`config.mk`:
```
export PLATFORM = sky130hd
export DESIGN_NAME = simple_bus_arbiter
export DESIGN_NICKNAME = d
export VERILOG_FILES = /design/src/rtl/simple_bus_arbiter.sv
export SDC_FILE = /design/constraint.sdc
export NUM_CORES = 1
export LEC_CHECK = 0
export BUFFER_PORTS_ARGS = -buffer_cell sky130_fd_sc_hd__buf_2
export CORE_ASPECT_RATIO = 0.5
export CORE_MARGIN = 5
export CORE_UTILIZATION = 26
export CTS_CLUSTER_SIZE = 25
export DETAILED_ROUTE_END_ITERATION = 8
export GPL_ROUTABILITY_DRIVEN = 0
export PLACE_DENSITY_LB_ADDON = 0.3
export RECOVER_POWER = 25
export SLEW_MARGIN = 0
export SYNTH_ARGS = -nofsm -noshare
export SYNTH_HDL_FRONTEND = slang
export SYNTH_SLANG_ARGS = --single-unit
```
`constraint.sdc`:
```
create_clock -name clk -period 2.85 [get_ports clk]
set_input_delay 0.57 -clock clk [delete_from_list [all_inputs] [get_ports clk]]
set_output_delay 0.57 -clock clk [all_outputs]
set_load 0.005 [all_outputs]
```
`src/rtl/simple_bus_arbiter.sv`:
```
`default_nettype none
// ============================================================================
// Module   : simple_bus_arbiter
// Brief    : Two-master round-robin arbiter for the simple_bus slave port,
//            with a bounded slave-response timeout.
// Revision : 1.0 - initial release
// ============================================================================
module simple_bus_arbiter #(
  parameter int AW      = 8,
  parameter int DW      = 8,
  parameter int TIMEOUT = 16
) (
  input  logic          clk,
  input  logic          rst_n,
  input  logic          m0_req,
  input  logic          m0_rw,
  input  logic [AW-1:0] m0_addr,
  input  logic [DW-1:0] m0_wdata,
  output logic [DW-1:0] m0_rdata,
  output logic          m0_valid,
  output logic          m0_err,
  input  logic          m1_req,
  input  logic          m1_rw,
  input  logic [AW-1:0] m1_addr,
  input  logic [DW-1:0] m1_wdata,
  output logic [DW-1:0] m1_rdata,
  output logic          m1_valid,
  output logic          m1_err,
  output logic          s_req,
  output logic          s_rw,
  output logic [AW-1:0] s_addr,
  output logic [DW-1:0] s_wdata,
  input  logic [DW-1:0] s_rdata,
  input  logic          s_valid,
  output logic [1:0]    gnt,
  output logic          busy
);

  localparam int            CW        = $clog2(TIMEOUT);
  localparam logic [CW-1:0] C_CNT_MAX = CW'(TIMEOUT - 1);

  typedef enum logic [1:0] {
    S_IDLE = 2'd0,
    S_XFER = 2'd1,
    S_DONE = 2'd2
  } state_t;

  state_t        r_state;
  state_t        w_state_next;
  logic          r_last;
  logic          r_owner;
  logic [CW-1:0] r_cnt;
  logic          w_any;
  logic          w_win;
  logic          w_expire;

  // On contention the master that was not served last wins.
  assign w_any    = m0_req | m1_req;
  assign w_win    = (m0_req & m1_req) ? ~r_last : m1_req;
  assign w_expire = (r_cnt == C_CNT_MAX);
  assign busy     = (r_state != S_IDLE);

  always_ff @(posedge clk or negedge rst_n) begin
    if (!rst_n) begin
      r_state <= S_IDLE;
    end else begin
      r_state <= w_state_next;
    end
  end

  always_comb begin
    w_state_next = r_state;
    case (r_state)
      S_IDLE:  if (w_any) w_state_next = S_XFER;
      S_XFER:  if (s_valid || w_expire) w_state_next = S_DONE;
      S_DONE:  w_state_next = S_IDLE;
      default: w_state_next = S_IDLE;
    endcase
  end

  always_ff @(posedge clk or negedge rst_n) begin
    if (!rst_n) begin
      r_last   <= 1'b1;
      r_owner  <= 1'b0;
      r_cnt    <= '0;
      s_req    <= 1'b0;
      s_rw     <= 1'b0;
      s_addr   <= '0;
      s_wdata  <= '0;
      gnt      <= 2'b00;
      m0_rdata <= '0;
      m0_valid <= 1'b0;
      m0_err   <= 1'b0;
      m1_rdata <= '0;
      m1_valid <= 1'b0;
      m1_err   <= 1'b0;
    end else begin
      case (r_state)
        S_IDLE: begin
          if (w_any) begin
            s_req   <= 1'b1;
            s_rw    <= w_win ? m1_rw    : m0_rw;
            s_addr  <= w_win ? m1_addr  : m0_addr;
            s_wdata <= w_win ? m1_wdata : m0_wdata;
            gnt     <= w_win ? 2'b10 : 2'b01;
            r_owner <= w_win;
            r_cnt   <= '0;
          end
        end
        S_XFER: begin
          // A response on the expiry cycle still counts as success.
          if (s_valid || w_expire) begin
            s_req <= 1'b0;
            if (r_owner) begin
              m1_valid <= 1'b1;
              m1_err   <= ~s_valid;
              m1_rdata <= s_valid ? s_rdata : {DW{1'b1}};
            end else begin
              m0_valid <= 1'b1;
              m0_err   <= ~s_valid;
              m0_rdata <= s_valid ? s_rdata : {DW{1'b1}};
            end
          end else begin
            r_cnt <= r_cnt + 1'b1;
          end
        end
        S_DONE: begin
          gnt    <= 2'b00;
          r_last <= r_owner;
          if (r_owner) begin
            m1_valid <= 1'b0;
            m1_err   <= 1'b0;
          end else begin
            m0_valid <= 1'b0;
            m0_err   <= 1'b0;
          end
        end
        default: ;
      endcase
    end
  end

endmodule
`default_nettype wire
```
==> impl_metrics.toml <==
[cts]
clk_pin_slew_worst_paths_ps = 60
cts_made_buffers = 5
clkSinkCount = 48
clk_latency_ps = 280
clock_path_buffers = 2
cts_hold_buf = 0
cts_setup_buffers = 0
clockRootBuffer = "clkbuf_16"
h-tree-depth = 2
cts_tree = "built"
cts_resized = 0

[sta]
finalSetupViolCount = 0
worst_pin_slew_ps = 1180
fin_setup_tns_ps = 0
rsz0062_at_grt = "no"
period_needed_ps = 1970
fmax_ghz = 0.509
timing.final.max_slew_violations = 0
fin_skew_ps = 6.67
finalHoldViolations = 0
slew_headroom_pct = 21.6
finalCritPeriodShare_pct = 69.0

[layout]
drive_gt1_share_pct = 39.3
final_area_sq_um = 2790
area_growth_pct = 30.5
antenna_cells = 0
layout.nets = 314
n_fill_cell = 856

[synthesis]
synth_compound_area_share_pct = 21.0
synth_nets = 233
synth-edff-count = 0
ys_seq_area_share_pct = 56.3
synth_top_family_by_area = "compound AO/OA/AOI/OAI gates"
synth_simple_gate_area_share_pct = 16.1
synth_warnings = 0
yosys.cell_types.count = 43
synthCells = 185
synthFlopType = "dfrtp_1"
synth.avg_cell_area_sq_um = 11.5
synthMuxAreaShare_pct = 1.99
synth-async-reset-ratio_pct = 100
synth_xor_area_share_pct = 0
synth_area_sq_um = 2140
synth-seq-cells = 48
synth_fa_ha_area_share_pct = 0.586

[detailed_routing]
post_drt_via_cell_ratio = 4.75
dr.pass1.iters = 4
dr_total_vias = 1801
drt_wl_total_mm = 5.89
drtIter0Drc = 126
wl_per_cell_microns = 15.5
drc = 0
detail-route-antenna-nets = 0

[critical_path]
crit_start = "r_state[0]"
cpMaxStageDelayCell = "dfrtp_1"
worstPathRequired_ps = 2280
cp_cell_sequence = "nor2_2 > inv_2 > buf_2"
cp_max_fo = 20
path_class = "register to output pin"
max_stage_delay_ps = 460
start_kind = "register"
crit_arrival_ps = 1400
end_kind = "output pin"
reg2reg_from = "r_state[0]"

[floorplan]
rows = 23
die-area_sq_um = 10200
die_width_microns = 138
core-area_sq_um = 8000
start_util_pct = 26.7
ios = 88
die_y_microns = 74.1

[global_route]
track_usage_pct = 11.1
grt_max_degree = 49
antenna_found_initial = 0
grt_pass1_wl_mm = 9.33
grt_pass1_vias = 1807
grt_overflow = 0

[power_and_ir_drop]
ir_drop_v = 0.000285
power_density_nw_per_um2 = 1060
p_leak_nw = 1.29

[placed_design]
dp_hpwl_mm = 4.29
port_buffers = 87
place_area_sq_um = 2640

[run]
drv_cap = 0

[worst_hold_path]
hp-class = "register to register"
min_from = "m1_rdata[5]"

[status]
outcome = "completed"
==> logic make-up after synthesis <==
kind of cell	after synthesis
flops	48
buf+inv	17
simple gates	64
mux	4
compound gates	51
fa+ha+maj	1
==> sequential cells by signal (all words and copies together) (netlist names), 2 cells and up <==
signal / cells
m0_rdata: 8
m1_rdata: 8
s_addr: 8
s_wdata: 8
r_cnt: 4
gnt: 2
r_state: 2
==> worst paths after layout <==
kind	to	slack (ps)	depth (start not counted)
worst min-delay path	m1_rdata[5]	480	1
worst max register to register	s_wdata[1]	1140	3
worst max-delay path	busy	880	3
min in group asynchronous	s_addr[3]	510	1
worst min register to register	m1_rdata[5]	480	1
max in group asynchronous	m0_rdata[5]	1610	1
==> power by group <==
part	total, W	switching [W]	internal [W]
combinational	0.00112	0.000555	0.000564
sequential	0.00123	0.000225	0.00101
clock	0.000601	0.000250	0.000351
total	0.00295	0.00103	0.00192
==> Yosys cell counts (all sizes together) (2+ instances only) <==
master	n	area (sq um)
a21boi	2	15.0
mux2	2	22.5
nand3	3	15.0
nor2	6	25.0
dfrtp	47	1180
nand2	21	78.8
and3	2	12.5
clkbuf	4	15.0
nand2b	6	37.5
o22a	16	140
mux2i	2	20.0
inv	4	15.0
a31o	3	26.3
nor3b	2	26.3
o21ai	5	28.8
buf	9	56.3
nor3	18	101
a221o	17	170
==> metal layers <==
| layer | part of all wire, % | global-route usage (%) | routed length (microns) |
|---|---|---|---|
| met5 | 0 | 0 | 0 |
| met4 | 0.42 | 2.30 | 25 |
| met3 | 6.4 | 3.60 | 377 |
| met2 | 50 | 19.0 | 2930 |
| met1 | 43 | 14.1 | 2560 |
==> per-stage QoR <==
step	hold WS, ps	setup slack, ps	power (W)	cells	utilization, %
finish	483	884	0.00295	379	34.8
CTS	487	865	0.00300	379	34.9
floorplan	274	1330	0.00191	185	-
global route	507	800	0.00317	379	34.8
detailed placement	473	806	0.00239	371	33.0
global placement	466	845	0.00234	371	33.0
==> critical path: cells and delay by family (launching register included) <==
kind          cells  cell delay (ps)
flops             1              460
buf+inv           2              390
simple gates      1              250
==> final cells by class <==
cell class / count / area (sq um) / area share [%]
clock buffers: 6 / 139 / 4.98
clock inverters: 2 / 13.8 / 0.494
inverters: 4 / 15.0 / 0.539
multi-input cells: 120 / 841 / 30.2
flip-flops and latches: 48 / 1200 / 43.2
well taps: 112 / 140 / 5.03
repair buffers: 87 / 435 / 15.6
==> layout by cell type, fill, tap and decap left out, drive strengths merged, types with 2 or more instances in the layout <==
cell type,instances
dfrtp,47
inv,5
nand2b,6
nor3,18
a31o,3
nand2,21
a221o,17
nor3b,2
and3,2
o22a,16
mux2i,2
a21boi,2
clkbuf,7
mux2,2
o21ai,5
nor2,6
buf,86
nand3,3
Power figures use the tool's default switching activity.
